===== src/rtl/vram_pkg.sv =====
// Shared widths and grant encoding for the video RAM port arbiter.
package vram_pkg;

  localparam int VRAM_ADDR_W = 10;
  localparam int VRAM_DATA_W = 18;

  typedef logic [1:0] gnt_t;

  localparam gnt_t GNT_NONE = 2'd0;
  localparam gnt_t GNT_DISP = 2'd1;
  localparam gnt_t GNT_WA   = 2'd2;
  localparam gnt_t GNT_WB   = 2'd3;

endpackage


===== src/rtl/vram_port_arbiter_if.sv =====
// Request/response and BSRAM bus bundle between the LCD fetcher, the two writers and the video RAM.
interface vram_port_arbiter_if
  import vram_pkg::*;
#(
  parameter int ADDR_W = VRAM_ADDR_W,
  parameter int DATA_W = VRAM_DATA_W
);

  logic              disp_valid;
  logic [ADDR_W-1:0] disp_addr;
  logic              disp_ready;
  logic              disp_rvalid;
  logic [DATA_W-1:0] disp_rdata;

  logic              wa_valid;
  logic              wa_ready;
  logic [ADDR_W-1:0] wa_addr;
  logic [DATA_W-1:0] wa_data;

  logic              wb_valid;
  logic              wb_ready;
  logic [ADDR_W-1:0] wb_addr;
  logic [DATA_W-1:0] wb_data;

  logic              mem_ce;
  logic              mem_wre;
  logic [ADDR_W-1:0] mem_ad;
  logic [DATA_W-1:0] mem_din;
  logic [DATA_W-1:0] mem_dout;

  // The arbiter is the slave of the requesters and drives the memory.
  modport slave (
    input  disp_valid, disp_addr, wa_valid, wa_addr, wa_data, wb_valid, wb_addr, wb_data, mem_dout,
    output disp_ready, disp_rvalid, disp_rdata, wa_ready, wb_ready, mem_ce, mem_wre, mem_ad, mem_din
  );

  modport master (
    output disp_valid, disp_addr, wa_valid, wa_addr, wa_data, wb_valid, wb_addr, wb_data, mem_dout,
    input  disp_ready, disp_rvalid, disp_rdata, wa_ready, wb_ready, mem_ce, mem_wre, mem_ad, mem_din
  );

endinterface


===== src/rtl/vram_rr_pick.sv =====
// Two-way round-robin picker; the pointer moves away from whichever writer was just served.
module vram_rr_pick (
  input  logic pixel_clk,
  input  logic rst,
  input  logic en,
  input  logic req_a,
  input  logic req_b,
  output logic gnt_a,
  output logic gnt_b
);

  logic prefer_b;

  assign gnt_a = en && req_a && (!req_b || !prefer_b);
  assign gnt_b = en && req_b && (!req_a ||  prefer_b);

  always_ff @(posedge pixel_clk or negedge rst) begin
    if (!rst) begin
      prefer_b <= 1'b0;
    end else if (gnt_a) begin
      prefer_b <= 1'b1;
    end else if (gnt_b) begin
      prefer_b <= 1'b0;
    end
  end

endmodule


===== src/rtl/vram_port_arbiter.sv =====
// Single-port video RAM arbiter: capped-priority display reads, round-robin writers, tagged read return.
module vram_port_arbiter
  import vram_pkg::*;
#(
  parameter int ADDR_W     = VRAM_ADDR_W,
  parameter int DATA_W     = VRAM_DATA_W,
  parameter int RD_LAT     = 2,
  parameter int DISP_BURST = 8
) (
  input  logic               pixel_clk,
  input  logic               rst,
  vram_port_arbiter_if.slave bus,
  output logic               starve
);

  localparam int BURST_W    = $clog2(DISP_BURST + 1);
  localparam int WAIT_LIMIT = 4 * DISP_BURST;
  localparam int WAIT_W     = $clog2(WAIT_LIMIT + 2);

  function automatic logic [WAIT_W-1:0] sat_inc(input logic [WAIT_W-1:0] v);
    return (v == {WAIT_W{1'b1}}) ? v : v + 1'b1;
  endfunction

  logic [BURST_W-1:0] burst_cnt;
  logic               cap_hit;
  logic               disp_go;
  logic               gnt_a;
  logic               gnt_b;
  gnt_t               gnt;

  // The display only yields once its burst is used up and a writer is actually waiting.
  assign cap_hit = (burst_cnt == BURST_W'(DISP_BURST)) && (bus.wa_valid || bus.wb_valid);
  assign disp_go = bus.disp_valid && !cap_hit;

  vram_rr_pick u_rr (
    .pixel_clk (pixel_clk),
    .rst       (rst),
    .en        (!disp_go),
    .req_a     (bus.wa_valid),
    .req_b     (bus.wb_valid),
    .gnt_a     (gnt_a),
    .gnt_b     (gnt_b)
  );

  always_comb begin
    gnt = GNT_NONE;
    if (disp_go) begin
      gnt = GNT_DISP;
    end else if (gnt_a) begin
      gnt = GNT_WA;
    end else if (gnt_b) begin
      gnt = GNT_WB;
    end
  end

  assign bus.disp_ready = disp_go;
  assign bus.wa_ready   = gnt_a;
  assign bus.wb_ready   = gnt_b;

  always_ff @(posedge pixel_clk or negedge rst) begin
    if (!rst) begin
      burst_cnt <= '0;
    end else if (!disp_go) begin
      burst_cnt <= '0;
    end else if (burst_cnt != BURST_W'(DISP_BURST)) begin
      burst_cnt <= burst_cnt + 1'b1;
    end
  end

  // ---- p0: issue register, the granted access drives the BSRAM one cycle after the handshake
  logic              ce_p0;
  logic              wre_p0;
  logic [ADDR_W-1:0] ad_p0;
  logic [DATA_W-1:0] din_p0;

  always_ff @(posedge pixel_clk or negedge rst) begin
    if (!rst) begin
      ce_p0  <= 1'b0;
      wre_p0 <= 1'b0;
      ad_p0  <= '0;
      din_p0 <= '0;
    end else begin
      ce_p0  <= (gnt != GNT_NONE);
      wre_p0 <= (gnt == GNT_WA) || (gnt == GNT_WB);
      case (gnt)
        GNT_DISP: ad_p0 <= bus.disp_addr;
        GNT_WA: begin
          ad_p0  <= bus.wa_addr;
          din_p0 <= bus.wa_data;
        end
        GNT_WB: begin
          ad_p0  <= bus.wb_addr;
          din_p0 <= bus.wb_data;
        end
        default: ;
      endcase
    end
  end

  assign bus.mem_ce  = ce_p0;
  assign bus.mem_wre = wre_p0;
  assign bus.mem_ad  = ad_p0;
  assign bus.mem_din = din_p0;

  // ---- p1..: read tag pipe, the last stage captures mem_dout into the return register
  logic [RD_LAT-1:0] vld_p;
  logic              rvalid_q;
  logic [DATA_W-1:0] rdata_q;

  always_ff @(posedge pixel_clk or negedge rst) begin
    if (!rst) begin
      vld_p    <= '0;
      rvalid_q <= 1'b0;
      rdata_q  <= '0;
    end else begin
      vld_p[0] <= disp_go;
      for (int i = 1; i < RD_LAT; i++) begin
        vld_p[i] <= vld_p[i-1];
      end
      rvalid_q <= vld_p[RD_LAT-1];
      if (vld_p[RD_LAT-1]) begin
        rdata_q <= bus.mem_dout;
      end
    end
  end

  assign bus.disp_rvalid = rvalid_q;
  assign bus.disp_rdata  = rdata_q;

  logic [WAIT_W-1:0] wa_wait;
  logic [WAIT_W-1:0] wb_wait;
  logic              wa_stall;
  logic              wb_stall;

  assign wa_stall = bus.wa_valid && !gnt_a;
  assign wb_stall = bus.wb_valid && !gnt_b;

  // A stalled cycle with WAIT_LIMIT cycles already counted is the one that exceeds the limit.
  always_ff @(posedge pixel_clk or negedge rst) begin
    if (!rst) begin
      wa_wait <= '0;
      wb_wait <= '0;
      starve  <= 1'b0;
    end else begin
      wa_wait <= wa_stall ? sat_inc(wa_wait) : '0;
      wb_wait <= wb_stall ? sat_inc(wb_wait) : '0;
      if ((wa_stall && (wa_wait >= WAIT_W'(WAIT_LIMIT))) ||
          (wb_stall && (wb_wait >= WAIT_W'(WAIT_LIMIT)))) begin
        starve <= 1'b1;
      end
    end
  end

endmodule

===== src/flat_wrapper.sv =====
// flat-port wrapper written by rule: the top's interface ports become plain ports
module vram_port_arbiter_flat import vram_pkg::*;
#(
  parameter int ADDR_W     = VRAM_ADDR_W,
  parameter int DATA_W     = VRAM_DATA_W,
  parameter int RD_LAT     = 2,
  parameter int DISP_BURST = 8
)
  (pixel_clk, rst, starve, bus_disp_valid, bus_disp_addr, bus_wa_valid, bus_wa_addr, bus_wa_data, bus_wb_valid, bus_wb_addr, bus_wb_data, bus_mem_dout, bus_disp_ready, bus_disp_rvalid, bus_disp_rdata, bus_wa_ready, bus_wb_ready, bus_mem_ce, bus_mem_wre, bus_mem_ad, bus_mem_din);
  vram_port_arbiter_if #(.ADDR_W(ADDR_W), .DATA_W(DATA_W)) bus_i ();
  input  logic pixel_clk;
  input  logic rst;
  output logic starve;
  input wire logic [$bits(bus_i.disp_valid)-1:0] bus_disp_valid;
  input wire logic [$bits(bus_i.disp_addr)-1:0] bus_disp_addr;
  input wire logic [$bits(bus_i.wa_valid)-1:0] bus_wa_valid;
  input wire logic [$bits(bus_i.wa_addr)-1:0] bus_wa_addr;
  input wire logic [$bits(bus_i.wa_data)-1:0] bus_wa_data;
  input wire logic [$bits(bus_i.wb_valid)-1:0] bus_wb_valid;
  input wire logic [$bits(bus_i.wb_addr)-1:0] bus_wb_addr;
  input wire logic [$bits(bus_i.wb_data)-1:0] bus_wb_data;
  input wire logic [$bits(bus_i.mem_dout)-1:0] bus_mem_dout;
  output wire logic [$bits(bus_i.disp_ready)-1:0] bus_disp_ready;
  output wire logic [$bits(bus_i.disp_rvalid)-1:0] bus_disp_rvalid;
  output wire logic [$bits(bus_i.disp_rdata)-1:0] bus_disp_rdata;
  output wire logic [$bits(bus_i.wa_ready)-1:0] bus_wa_ready;
  output wire logic [$bits(bus_i.wb_ready)-1:0] bus_wb_ready;
  output wire logic [$bits(bus_i.mem_ce)-1:0] bus_mem_ce;
  output wire logic [$bits(bus_i.mem_wre)-1:0] bus_mem_wre;
  output wire logic [$bits(bus_i.mem_ad)-1:0] bus_mem_ad;
  output wire logic [$bits(bus_i.mem_din)-1:0] bus_mem_din;
  assign bus_i.disp_valid = bus_disp_valid;
  assign bus_i.disp_addr = bus_disp_addr;
  assign bus_i.wa_valid = bus_wa_valid;
  assign bus_i.wa_addr = bus_wa_addr;
  assign bus_i.wa_data = bus_wa_data;
  assign bus_i.wb_valid = bus_wb_valid;
  assign bus_i.wb_addr = bus_wb_addr;
  assign bus_i.wb_data = bus_wb_data;
  assign bus_i.mem_dout = bus_mem_dout;
  assign bus_disp_ready = bus_i.disp_ready;
  assign bus_disp_rvalid = bus_i.disp_rvalid;
  assign bus_disp_rdata = bus_i.disp_rdata;
  assign bus_wa_ready = bus_i.wa_ready;
  assign bus_wb_ready = bus_i.wb_ready;
  assign bus_mem_ce = bus_i.mem_ce;
  assign bus_mem_wre = bus_i.mem_wre;
  assign bus_mem_ad = bus_i.mem_ad;
  assign bus_mem_din = bus_i.mem_din;
  vram_port_arbiter #(.ADDR_W(ADDR_W), .DATA_W(DATA_W), .RD_LAT(RD_LAT), .DISP_BURST(DISP_BURST)) u_core (.pixel_clk(pixel_clk), .rst(rst), .bus(bus_i), .starve(starve));
endmodule

===== config.mk =====
export PLATFORM = sky130hd
export DESIGN_NAME = vram_port_arbiter_flat
export DESIGN_NICKNAME = d
export VERILOG_FILES = /design/src/rtl/vram_pkg.sv /design/src/rtl/vram_port_arbiter_if.sv /design/src/rtl/vram_rr_pick.sv /design/src/rtl/vram_port_arbiter.sv /design/src/flat_wrapper.sv
export SDC_FILE = /design/constraint.sdc
export NUM_CORES = 1
export LEC_CHECK = 0
export CAP_MARGIN = 10
export CORE_ASPECT_RATIO = 0.9
export CORE_MARGIN = 8
export CORE_UTILIZATION = 43
export CTS_CLUSTER_DIAMETER = 30
export DETAILED_ROUTE_END_ITERATION = 7
export PLACE_DENSITY = 0.87
export SLEW_MARGIN = 5
export SYNTH_ARGS = -nofsm -noshare
export SYNTH_HDL_FRONTEND = slang
export SYNTH_SLANG_ARGS = --single-unit

===== constraint.sdc =====
create_clock -name pixel_clk -period 2.4 [get_ports pixel_clk]
set_clock_uncertainty 0.15 [all_clocks]
set_input_delay 0.36 -clock pixel_clk [delete_from_list [all_inputs] [get_ports pixel_clk]]
set_output_delay 0.36 -clock pixel_clk [all_outputs]
set_load 0.02 [all_outputs]

## Word level (Yosys, flattened, before mapping)

Cells that the tools add are included.

| word-level totals | value |
|---|---|
| bits in latches | 0 |
| output and inout bits | 53 |
| bits of input ports | 89 |
| RAM bits | 0 |
| memories | 0 |
| register bits after elaboration | 69 |
| word-level logic and storage cells | 66 |
| memory bits (read-only) | 0 |

| cells by class | value |
|---|---|
| muxes and demuxes | 13 |
| reduce and logical (&&, ||, !) cells | 26 |
| bitwise operators | 0 |
| shift-type cells | 0 |
| divide/modulo/power cells | 0 |
| magnitude comparators | 2 |
| equal/unequal tests | 10 |
| multiply operators | 0 |
| $add $sub $neg | 3 |

Operators by type and width:

| operator | number |
|---|---|
| 18-bit case mux with 2 select lines | 1 |
| 10-bit case mux with 3 select lines | 1 |
| 6-bit two-way mux | 4 |
| 6-bit by 1-bit adder with 6-bit output, second input constant | 2 |
| 6-bit equality test, second input constant | 2 |
| 6-bit >= comparator, second input constant | 2 |
| 1-bit logical AND | 10 |
| 4-bit two-way mux | 2 |
| 1-bit logical NOT | 7 |
| 2-bit two-way mux | 3 |
| 2-bit != test, second input constant | 3 |
| 2-bit nonzero test | 3 |
| 1-bit logical OR | 5 |
| 4-bit by 1-bit adder with 4-bit output, second input constant | 1 |
| 2-bit equality test, second input constant | 2 |
| 4-bit equality test, second input constant | 1 |
| 4-bit != test, second input constant | 1 |
| 3-bit nonzero test | 1 |
| 2-bit by 1-bit equality test with 1-bit output, second input constant | 1 |
| 1-bit two-way mux | 2 |

## Depth between registers and ports, before layout

| depth | value |
|---|---|
| depth in word-level cells | 12 |
| mapped depth | 8 |
| mapped depth without buffers | 6 |

## By module

Synthesis repeated with hierarchy kept, for this count alone.

| unflattened totals | value |
|---|---|
| cell total of the unflattened synthesis | 289 |
| area total of the unflattened synthesis | 3320.7 µm² |

Modules (own cells, without submodules):

| module | seq. area each (µm²) | instances | area an instance (µm²) | cells each |
|---|---|---|---|---|
| vram_port_arbiter | 1701.6 | 1 | 3259.4 | 281 |
| vram_rr_pick | 25.0 | 1 | 61.3 | 8 |

## Least setup slack after synthesis

Ideal clock, no wire load.

| timing | value |
|---|---|
| path kind | register to output |
| from | register u_core.burst_cnt[0] |
| to | output port bus_disp_ready |
| arrival time | 1.511 ns |
| buffers on the path | 2 |
| slack | 0.379 ns |
| stages on the path, launching flop included | 7 |
| required time | 1.890 ns |
| cell sequence | dfrtp_1 -> inv_1 -> ha_1 -> and3b_1 -> clkbuf_4 -> clkbuf_8 -> a21oi_1 |

| on the way | value |
|---|---|
| word-level cells in the longest chain between the ends | 4 |

Ends and longest elaborated chain:

| what | line | source |
|---|---|---|
| from (decl) | vram_port_arbiter.sv:24 | `logic [BURST_W-1:0] burst_cnt;` |
| from (signal assigned) | vram_port_arbiter.sv:66 | `burst_cnt <= burst_cnt + 1'b1;` |
| 4-bit equality test | vram_port_arbiter.sv:32 | `assign cap_hit = (burst_cnt == BURST_W'(DISP_BURST)) && (bus.wa_valid \|\| bus.wb_valid);` |
| 1-bit logical AND | vram_port_arbiter.sv:32 |  |
| 1-bit logical NOT | vram_port_arbiter.sv:33 | `assign disp_go = bus.disp_valid && !cap_hit;` |
| 1-bit logical AND | vram_port_arbiter.sv:33 |  |
| to (decl) | flat_wrapper.sv:23 | `output wire logic [$bits(bus_i.disp_ready)-1:0] bus_disp_ready;` |

Every way passes these cells.

## Worst setup path in the final report

Same ends and word-level chain as after synthesis.

==> flow_summary_export.csv <==
group,metric,value,unit
routing,drtPass1Iterations,4,
global_routing,grt_first_pass_wirelength,15100,um
yosys,postSynthCellCount,288,
yosys,synth.most_common_cell,"sky130_fd_sc_hd__dfrtp_1",
global_routing,met1_usage,18.4,%
sta,hold_violations,0,
sta,worst-slew-pin-transition,0.835,ns
clock_network,cts_root_buf,"sky130_fd_sc_hd__clkbuf_8",
flow_run,drv_cap,0,
place,port_buffers,141,
die,floorplan.rows,30,
yosys,synth.yosys.seq_area_share,51.3,%
yosys,synth.ff_latch_count,69,
die,start_util,44.4,%
min_path,min-delay-path-class,"flip-flop to flip-flop",
routing,wl_final,9410,um
clock_network,clock-sinks,69,
power,share_seq_of_total_power,43.7,%
die,pin_count,142,
sta,final_worst_path_period_need,2.36,ns
routing,detail_route.iter0.violations,125,
die,die_w,109,um
clock_network,cts.clk_slew.worst_paths,0.07,ns
finish,final_layout_size_suffix_gt1_share,14.0,%
power,p_sw_share,29.1,%
routing,drcViolationCount,0,
sta,slew_violations,0,
die,chipHeight,99.9,um
setup_path,path_cells,"inv_1 > ha_1 > and3b_2 > a21oi_2 > clkdlybuf4s15_2",
global_routing,initial_antenna_violation_count,0,
clock_network,worst_skew_pair_latency,0.34,ns
sta,report.final.setup_viol,0,
yosys,ys_types,37,
routing,post_drt_wl_per_cell,17.5,um
yosys,yosys_most_used_dff,"sky130_fd_sc_hd__dfrtp_1",
routing,detail_route.vias_per_cell,5.33,
place,area_after_detailed_placement,0.00483,sq mm
setup_path,critPathCaptureType,"output port",
power,power_leakage,2.17,nW
setup_path,critical-path-max-stage-delay,0.44,ns
global_routing,grt_start_max_net_pins,70,
yosys,postSynth.asyncResetShare,100,%
power,vdd.ir_drop.worst,0.000347,V
sta,fin_worst_hold_slack,0.226,ns
sta,timing.final.crit_share,98.2,%
power,power.density,614,mW/mm^2
yosys,synth_common_cells,"sky130_fd_sc_hd__dfrtp_1, sky130_fd_sc_hd__a21oi_1, sky130_fd_sc_hd__nor2_1, sky130_fd_sc_hd__mux2i_1, sky130_fd_sc_hd__mux2_2",
die,fp.dieArea,0.0109,sq mm
sta,final.setup.tns,0,ns
power,netSwitchingPower,0.000899,W
setup_path,crit_path_top_delay_cell,"sky130_fd_sc_hd__dfrtp_1",
finish,postLayoutCellArea,0.00503,sq mm
yosys,postSynthAreaPerCell,11.7,sq um
place,pre_cts_ws,-0.0801,ns
finish,finalNetCount,533,
run_status,run_status,"complete, no violations",
global_routing,grt_pass1_vias,3113,
routing,vias,2870,
setup_path,worst-endpoint-required,1.89,ns
yosys,synthesis.area,0.00337,sq mm
setup_path,critPathArrivalTime,1.85,ns
clock_network,clockBufferDepth,2,
yosys,number_of_flops_mapped_to_enable_cells_by_yosys,0,
power,p_comb_share,26.7,%
yosys,synthDominantCellAreaShare,51.3,%
finish,synthToLayoutAreaGrowth,49.5,%
sta,timing.max_slew.rel_slack,44.2,%
global_routing,grt-ovfl-total,0,
power,clockPowerShare,29.6,%
finish,antenna-diode-count,0,
global_routing,groute.usage.overall,17.6,%
yosys,synth.top_cells.by_area,"sky130_fd_sc_hd__dfrtp_1, sky130_fd_sc_hd__mux2i_1, sky130_fd_sc_hd__mux2_2",
setup_path,worstSetupPathType,"flip-flop to output port",
place,place_congestion,0.768,
yosys,synthDominantAreaCellType,"sky130_fd_sc_hd__dfrtp_1",
setup_path,cp_max_fo,4,
yosys,postSynthNetCount,383,
routing,final_antenna_net_count,0,
global_routing,grt_use_met3,6.79,%
clock_network,tritoncts.num_buffers,9,
sta,timing_limited_maximum_frequency,424,MHz
place,dpl.hpwl,6970,um
die,core_region_area,0.00758,sq mm
finish,filler_cell_count,593,
setup_path,cp-start-kind,"flip-flop",
global_routing,grt-busiest-layer,"met2",
clock_network,cts_tree,"yes",
yosys,yosysWarningCount,0,
power,intPower,0.00219,W
sta,postLayoutSetupSlackWorst,0.0431,ns
global_routing,grt_util_met2,30.3,%
clock_network,cts_htree_levels,3,
## placed cells by master (no fill, tap or decap), types with 6 or more instances in the layout
cell type | Yosys | routed
sky130_fd_sc_hd__mux2i_1 | 31 | 31
sky130_fd_sc_hd__inv_1 | 7 | 7
sky130_fd_sc_hd__a32o_1 | 10 | 10
sky130_fd_sc_hd__a221oi_1 | 7 | 7
sky130_fd_sc_hd__clkbuf_8 | 5 | 9
sky130_fd_sc_hd__buf_4 | 2 | 14
sky130_fd_sc_hd__nand3_1 | 8 | 8
sky130_fd_sc_hd__nor2_1 | 32 | 32
sky130_fd_sc_hd__clkdlybuf4s50_1 | 0 | 137
sky130_fd_sc_hd__mux2_2 | 18 | 18
sky130_fd_sc_hd__a21oi_1 | 35 | 34
sky130_fd_sc_hd__nand2_1 | 9 | 9
sky130_fd_sc_hd__dfrtp_1 | 69 | 69
sky130_fd_sc_hd__ha_1 | 6 | 6
## sequential cells by signal (all words and copies together), names as in the netlist, 2 cells and up
register,flops
u_core.bus.disp_rdata,18
u_core.bus.mem_din,18
u_core.bus.mem_ad,10
u_core.wa_wait,6
u_core.wb_wait,6
u_core.burst_cnt,4
u_core.vld_p,2
## final timing paths
kind / start / slack [ns] / depth (start not counted) / to
setup / recovery: u_core.burst_cnt[0]$_DFFE_PN0P_ / 0.04 / 5 / bus_disp_ready
setup reg to reg: u_core.burst_cnt[0]$_DFFE_PN0P_ / 0.21 / 7 / u_core.bus.mem_din[14]$_DFFE_PN0N_
hold / removal: u_core.vld_p[0]$_DFF_PN0_ / 0.23 / 0 / u_core.vld_p[1]$_DFF_PN0_
min in group asynchronous: rst / 0.42 / 3 / u_core.wb_wait[2]$_DFFE_PN0P_
hold reg to reg: u_core.vld_p[0]$_DFF_PN0_ / 0.23 / 0 / u_core.vld_p[1]$_DFF_PN0_
max in group asynchronous: rst / 1.39 / 3 / u_core.wb_wait[4]$_DFFE_PN0P_
## worst max-delay path, delay by kind of cell (launching register included)
kind	cells	cell delay [ns]
AOI/OAI and AO/OA	1	0.20
adders and majority gates	1	0.23
buffers and inverters	2	0.38
DFF	1	0.44
and+or+nand+nor	1	0.27
## cells by family (layout without fill, tap and decap cells)
family	after synthesis	count (layout)	synth area share, %
compound gates	66	66	14.0
xor+xnor	5	5	1.30
flops	69	69	51.3
mux	49	49	15.2
buf+inv	25	179	6.28
simple gates	68	68	9.67
fa+ha+maj	6	6	2.23
## final cells by class
cell class	count	area (sq um)	area share [%]
well taps	96	120	2.39
multi-input cells	194	1430	28.5
repair buffers	157	1540	30.5
clock inverters	6	65.1	1.29
clock buffers	9	124	2.46
inverters	7	26.3	0.522
flip-flops and latches	69	1730	34.3
## power groups by stage
stage	Combinational [W]	Sequential [W]	Clock (W)
6_report	0.000825	0.00135	0.000916
5_1_grt	0.000881	0.00137	0.000982
4_1_cts	0.000835	0.00135	0.000938
3_5_place_dp	0.000830	0.00137	0
3_3_place_gp	0.000810	0.00136	0
2_1_floorplan	0.000280	0.00148	0
## stage by stage
step / power, W / util, % / std cells
floorplan: 0.00176 / - / 288
finish: 0.00309 / 66.4 / 538
CTS: 0.00312 / 66.4 / 538
global route: 0.00323 / 66.4 / 538
detailed placement: 0.00220 / 63.7 / 522
global placement: 0.00217 / 63.7 / 522
## what timing repair did
item                                    in CTS  in global routing
pin swaps                                    0                  0
hold buffers                                 1                  0
endpoints found under the setup margin       3                  2
cloned                                       0                  0
gates resized for setup                      7                  3
hold endpoints to repair                    69                  0
buffers inserted                             0                  0
## routing by layer
metal | vias up | wire (um)
li1 | 1349 | -
met1 | 1395 | 3560
met2 | 108 | 4830
met3 | 18 | 780
met4 | 0 | 235
met5 | - | 0
Note: power is estimated with default switching activity, not from simulation.
